`config.mk`:
```
export PLATFORM = sky130hd
export DESIGN_NAME = demux1to16_7b_reg
export DESIGN_NICKNAME = d
export VERILOG_FILES = /design/src/rtl/demux1to16_7b_reg.sv
export SDC_FILE = /design/constraint.sdc
export NUM_CORES = 1
export LEC_CHECK = 0
export CORE_ASPECT_RATIO = 1.1
export CORE_UTILIZATION = 30
export CTS_CLUSTER_SIZE = 10
export DETAILED_ROUTE_END_ITERATION = 7
export PLACE_DENSITY = 0.62
export REMOVE_ABC_BUFFERS = 1
export SLEW_MARGIN = 0
export SYNTH_ARGS = -nofsm -noshare
export SYNTH_HDL_FRONTEND = slang
export SYNTH_SLANG_ARGS = --single-unit
export TNS_END_PERCENT = 10
```
`constraint.sdc`:
```
create_clock -name Clock -period 7.65 [get_ports Clock]
set_input_delay 0.765 -clock Clock [delete_from_list [all_inputs] [get_ports Clock]]
set_output_delay 0.765 -clock Clock [all_outputs]
set_load 0.01 [all_outputs]
```
`src/rtl/demux1to16_7b_reg.sv`:
```
// Registered 1-to-16 demux for 7-bit segment patterns with single, burst-fill and clear-sweep writes.
// Optional accepted-write counter on WrCount when WRITE_COUNT_EN is defined.

module demux_slot #(
    parameter int              WIDTH     = 7,
    parameter logic [WIDTH-1:0] CLEAR_VAL = 7'h7F
) (
    input  logic             clk,
    input  logic             rst_n,
    input  logic             we,
    input  logic [WIDTH-1:0] d,
    output logic [WIDTH-1:0] q
);
    logic [WIDTH-1:0] slot_q, slot_d;

    always_comb slot_d = we ? d : slot_q;

    always_ff @(posedge clk or negedge rst_n) begin
        if (!rst_n) slot_q <= CLEAR_VAL;
        else        slot_q <= slot_d;
    end

    assign q = slot_q;
endmodule

module demux1to16_7b_reg #(
    parameter int              WIDTH     = 7,
    parameter logic [WIDTH-1:0] CLEAR_VAL = 7'h7F
) (
    input  logic             Clock,
    input  logic             Resetn,
    input  logic [3:0]       S,
    input  logic [WIDTH-1:0] W,
    input  logic             Valid,
    output logic             Ready,
    input  logic             Burst,
    input  logic             Clear,
    output logic             Busy,
    output logic [WIDTH-1:0] F0, F1, F2, F3, F4, F5, F6, F7,
    output logic [WIDTH-1:0] F8, F9, F10, F11, F12, F13, F14, F15
`ifdef WRITE_COUNT_EN
    ,
    output logic [7:0]       WrCount
`endif
);
    typedef enum logic [1:0] {ST_IDLE, ST_BURST, ST_CLEAR} state_e;

    state_e            state_q, state_d;
    logic [3:0]        ptr_q, ptr_d;
    logic [4:0]        cnt_q, cnt_d;
    logic              accept;
    logic              wr_en;
    logic [3:0]        wr_addr;
    logic [WIDTH-1:0]  wr_data;
    logic [15:0]       slot_we;
    logic [15:0][WIDTH-1:0] f_q;

    // State register
    always_ff @(posedge Clock or negedge Resetn) begin
        if (!Resetn) begin
            state_q <= ST_IDLE;
            ptr_q   <= 4'd0;
            cnt_q   <= 5'd0;
        end else begin
            state_q <= state_d;
            ptr_q   <= ptr_d;
            cnt_q   <= cnt_d;
        end
    end

    // Next state and write routing
    always_comb begin
        state_d = state_q;
        ptr_d   = ptr_q;
        cnt_d   = cnt_q;
        wr_en   = 1'b0;
        wr_addr = S;
        wr_data = W;
        case (state_q)
            ST_IDLE: begin
                if (Clear) begin
                    state_d = ST_CLEAR;
                    ptr_d   = 4'd0;
                end else if (Burst) begin
                    state_d = ST_BURST;
                    ptr_d   = S;
                    cnt_d   = 5'd0;
                    if (accept) begin
                        wr_en = 1'b1;
                        ptr_d = S + 4'd1;
                        cnt_d = 5'd1;
                    end
                end else if (accept) begin
                    wr_en = 1'b1;
                end
            end
            ST_BURST: begin
                if (Clear) begin
                    state_d = ST_CLEAR;
                    ptr_d   = 4'd0;
                end else if (accept) begin
                    wr_en   = 1'b1;
                    wr_addr = ptr_q;
                    ptr_d   = ptr_q + 4'd1;
                    cnt_d   = (cnt_q >= 5'd16) ? 5'd16 : cnt_q + 5'd1;
                    if (cnt_d == 5'd16) state_d = ST_IDLE;
                end
            end
            ST_CLEAR: begin
                wr_en   = 1'b1;
                wr_addr = ptr_q;
                wr_data = CLEAR_VAL;
                ptr_d   = ptr_q + 4'd1;
                if (ptr_q == 4'd15) state_d = ST_IDLE;
            end
            default: state_d = ST_IDLE;
        endcase
    end

    // Handshake outputs; Ready is held low while reset is asserted
    always_comb begin
        Ready  = Resetn & (state_q != ST_CLEAR) & ~Clear;
        Busy   = (state_q != ST_IDLE);
        accept = Valid & Ready;
    end

    always_comb begin
        slot_we = '0;
        slot_we[wr_addr] = wr_en;
    end

    genvar gi;
    generate
        for (gi = 0; gi < 16; gi++) begin : g_slot
            demux_slot #(.WIDTH(WIDTH), .CLEAR_VAL(CLEAR_VAL)) u_slot (
                .clk   (Clock),
                .rst_n (Resetn),
                .we    (slot_we[gi]),
                .d     (wr_data),
                .q     (f_q[gi])
            );
        end
    endgenerate

    assign F0  = f_q[0];  assign F1  = f_q[1];  assign F2  = f_q[2];  assign F3  = f_q[3];
    assign F4  = f_q[4];  assign F5  = f_q[5];  assign F6  = f_q[6];  assign F7  = f_q[7];
    assign F8  = f_q[8];  assign F9  = f_q[9];  assign F10 = f_q[10]; assign F11 = f_q[11];
    assign F12 = f_q[12]; assign F13 = f_q[13]; assign F14 = f_q[14]; assign F15 = f_q[15];

`ifdef WRITE_COUNT_EN
    logic [7:0] wr_cnt_q, wr_cnt_d;

    always_comb wr_cnt_d = (accept && wr_cnt_q != 8'hFF) ? wr_cnt_q + 8'd1 : wr_cnt_q;

    always_ff @(posedge Clock or negedge Resetn) begin
        if (!Resetn) wr_cnt_q <= 8'd0;
        else         wr_cnt_q <= wr_cnt_d;
    end

    assign WrCount = wr_cnt_q;
`endif
endmodule

```
==> metrics <==
run status=finished, final reports clean; worst hold path class=primary input to async pin; maximum number of pins on one net before global-route repair=76; cell row count=53; Slowest cell on crit path=buf_4; fraction of synthesis flops using an asynchronous set or reset pin=100.0%; Starting DRT DRC Count=72; worst stage delay on the critical path=0.85 ns; detailed-placement wirelength estimate=10330 um; maximum frequency from static timing analysis=274.9 MHz; Critical Path End Type=flop; kind of start point of the critical path=primary input; cells along the critical path=buf_4 -> buf_4 -> nand4b_4 -> nand2_1 -> nand4_1 -> a211oi_2 -> mux2_2; max-cap violation count=0; number of sinks driven by the clock tree=123; DRC violations left=0; NumNets Final=558; Post-Place Cells=762; worst rel slew slack=38.22%; met1 usage=19.57%; H-tree level count=4; number of distinct library cell variants in the gate-level netlist after synthesis=59; number of synthesis warnings=0; transition time of the tightest slew-check pin=0.9267 ns; power density normalized to cell area=473.3 mW/mm2; final-report max-slew violation count=0; ports placed on the boundary=130; Die Span Y=148.1 um; endpoint arrival time on the critical path=3.98 ns; most congested layer reported by global routing=met2; DR pass1 iterations=4; post-synthesis instance area=0.005822 mm2; starting utilization of the core area=30.59%; flop and latch count out of synthesis=123; most common cell after layout, fill and taps aside=clkdlybuf4s50_1; via count of the first global-routing pass=4052; maximum vdd drop=234.5 uV; wire length of the first global-routing pass=23890 um; hold slack=0.3855 ns; Post-CTS Hold Buffers=0; RSZ-0062 raised after global routing=false; period utilization=47.56%; most used cells in the layout excluding fill and tap cells=128 x clkdlybuf4s50_1, 112 x dfstp_2, 93 x mux2_2; total negative slack=0 ns; number of synthesized flops with an enable pin=0; post-cts repair resize count=0; setup clock skew after layout=0.02150 ns; top post-synthesis cells by area=dfstp_2 51%, mux2_2 18%, dfrtp_1 4.7%; antenna violations before repair=0; total wirelength of the detailed-routed design=15370 um; Yosys top cell area share=50.55%; fraction of met2 tracks used by global routing=26.93%; clock root buffer=clkbuf_16; crit path time final=3.638 ns; insertion delay of the later-clocked pin in the worst-skew pair=0.42 ns; Clk pin slew, worst setup/hold paths=0.06 ns; Die ar.=0.01997 mm2; primary flip-flop cell chosen by synthesis mapping=dfstp_2; Final GP Congestion=0.7932; GRT Residual Overflow=0; Final Hold Viols=0; global routing usage on met3=5.999%; layout cells sized above 1=51.92%; number of CTS-inserted buffers=17; die boundary width=134.8 um; number of port buffers=129; Setup Viol. Count Final=0; cell accounting for the most synthesized area=dfstp_2; setup repair bufs after CTS=0; final standard cell utilization of the core=41.59%; cell mode on critical path=buf_4; average routed wire per standard cell=19.36 um; critical path data required time=7.99 ns; Ant. Diodes=0; Design Power=3.747 mW; Area growth, synth to finish=35.96%; clk buf depth=2; cell family with most CP delay=buffers and inverters; number of standard cells in the layout, taps in and fillers out=794; post-synthesis average cell area=14.17 um2; Floorplan Core Area=0.01903 mm2; gr usage total=16.16%; number of buffers and inverters on the critical path=2; P_leak=3.013 nW; vias post-DR=3765; post-synthesis sequential area ratio=55.28%; Worst Setup Path Type=primary input to flop; worst-path fanout max=75; Final ANT Viol Nets=0; clock tree from TritonCTS=built; synthesized instance count=411; mean number of vias per cell=4.742
-- metrics by stage --
step / cell area, um2 / setup WS, ns
after floorplan: 5680 / 4.958
after global placement: 7286 / 3.604
after detailed placement: 7286 / 3.499
after CTS: 7915 / 3.943
after global routing: 7915 / 3.676
final: 7915 / 4.012
-- where the power goes --
| part | total [mW] | switching [mW] | internal (mW) |
|---|---|---|---|
| clock network | 0.844 | 0.300 | 0.543 |
| logic | 1.56 | 0.707 | 0.849 |
| registers | 1.35 | 0.191 | 1.16 |
-- flip-flops by register name (all words and copies together), names as in the netlist --
register	count
cnt_q	5
state_q	2
ptr_q	4
g_slot.u_slot.q	112
-- cell families after synthesis --
kind of cell	count (synthesis)	share of synthesized area (%)
mux	116	23.25
xor+xnor	3	0.4514
simple gates	69	7.543
buf+inv	37	3.138
flops	123	55.28
fa+ha+maj	8	1.719
compound gates	55	8.618
-- final timing paths --
path                                  from               endpoint  slack (ns)  depth (start not counted)
worst min-delay path                Resetn               cnt_q[3]        0.39                          1
min in group Clock                cnt_q[2]               cnt_q[2]        0.51                          1
worst max register to register  state_q[0]  g_slot[3].u_slot.q[0]        4.33                          7
max in group asynchronous           Resetn               ptr_q[2]        5.87                          2
worst min register to register    cnt_q[2]               cnt_q[2]        0.51                          1
worst max-delay path                Resetn  g_slot[3].u_slot.q[0]        4.01                          7
-- per-layer routing --
layer / share of wire, % / vias up
met4: 1.0 / 0
li1: - / 1708
met5: 0 / -
met1: 43 / 1950
met2: 50 / 91
met3: 5.9 / 16
-- synth_stat cells, types with 3 or more instances --
library cell / number
mux2_2: 93
inv_1: 10
buf_6: 4
buf_1: 7
xnor2_1: 3
or2_2: 7
nor2b_1: 3
o211ai_1: 3
a21o_1: 3
nand2b_1: 4
nand3_1: 7
and2_1: 4
mux2_1: 5
o22ai_1: 3
clkbuf_1: 8
nand3b_1: 4
nor3_1: 3
a211oi_4: 6
buf_2: 4
o21ai_0: 11
mux2i_1: 4
mux2_4: 14
dfstp_2: 112
ha_1: 8
dfrtp_1: 11
a21oi_1: 9
nand2_1: 13
nor2_1: 10
-- area by class of cell --
type | instances | area [um2]
fillers | 1740 | 11120
flip-flops and latches | 123 | 3218
multi-input cells | 251 | 2421
repair buffers | 130 | 1296
clock buffers | 20 | 467.9
well taps | 247 | 309.0
clock inverters | 12 | 161.4
inverters | 11 | 41.29
-- worst reg2reg max path: cells and delay by family (launching register included) --
kind                       cells  cell delay (ns)
muxes                          2             0.54
adders and majority gates      1             0.45
DFF                            1             0.37
and+or+nand+nor                2             1.06
buffers and inverters          1             0.10
AOI/OAI and AO/OA              1             0.72
Note: power is estimated with default switching activity, not from simulation.
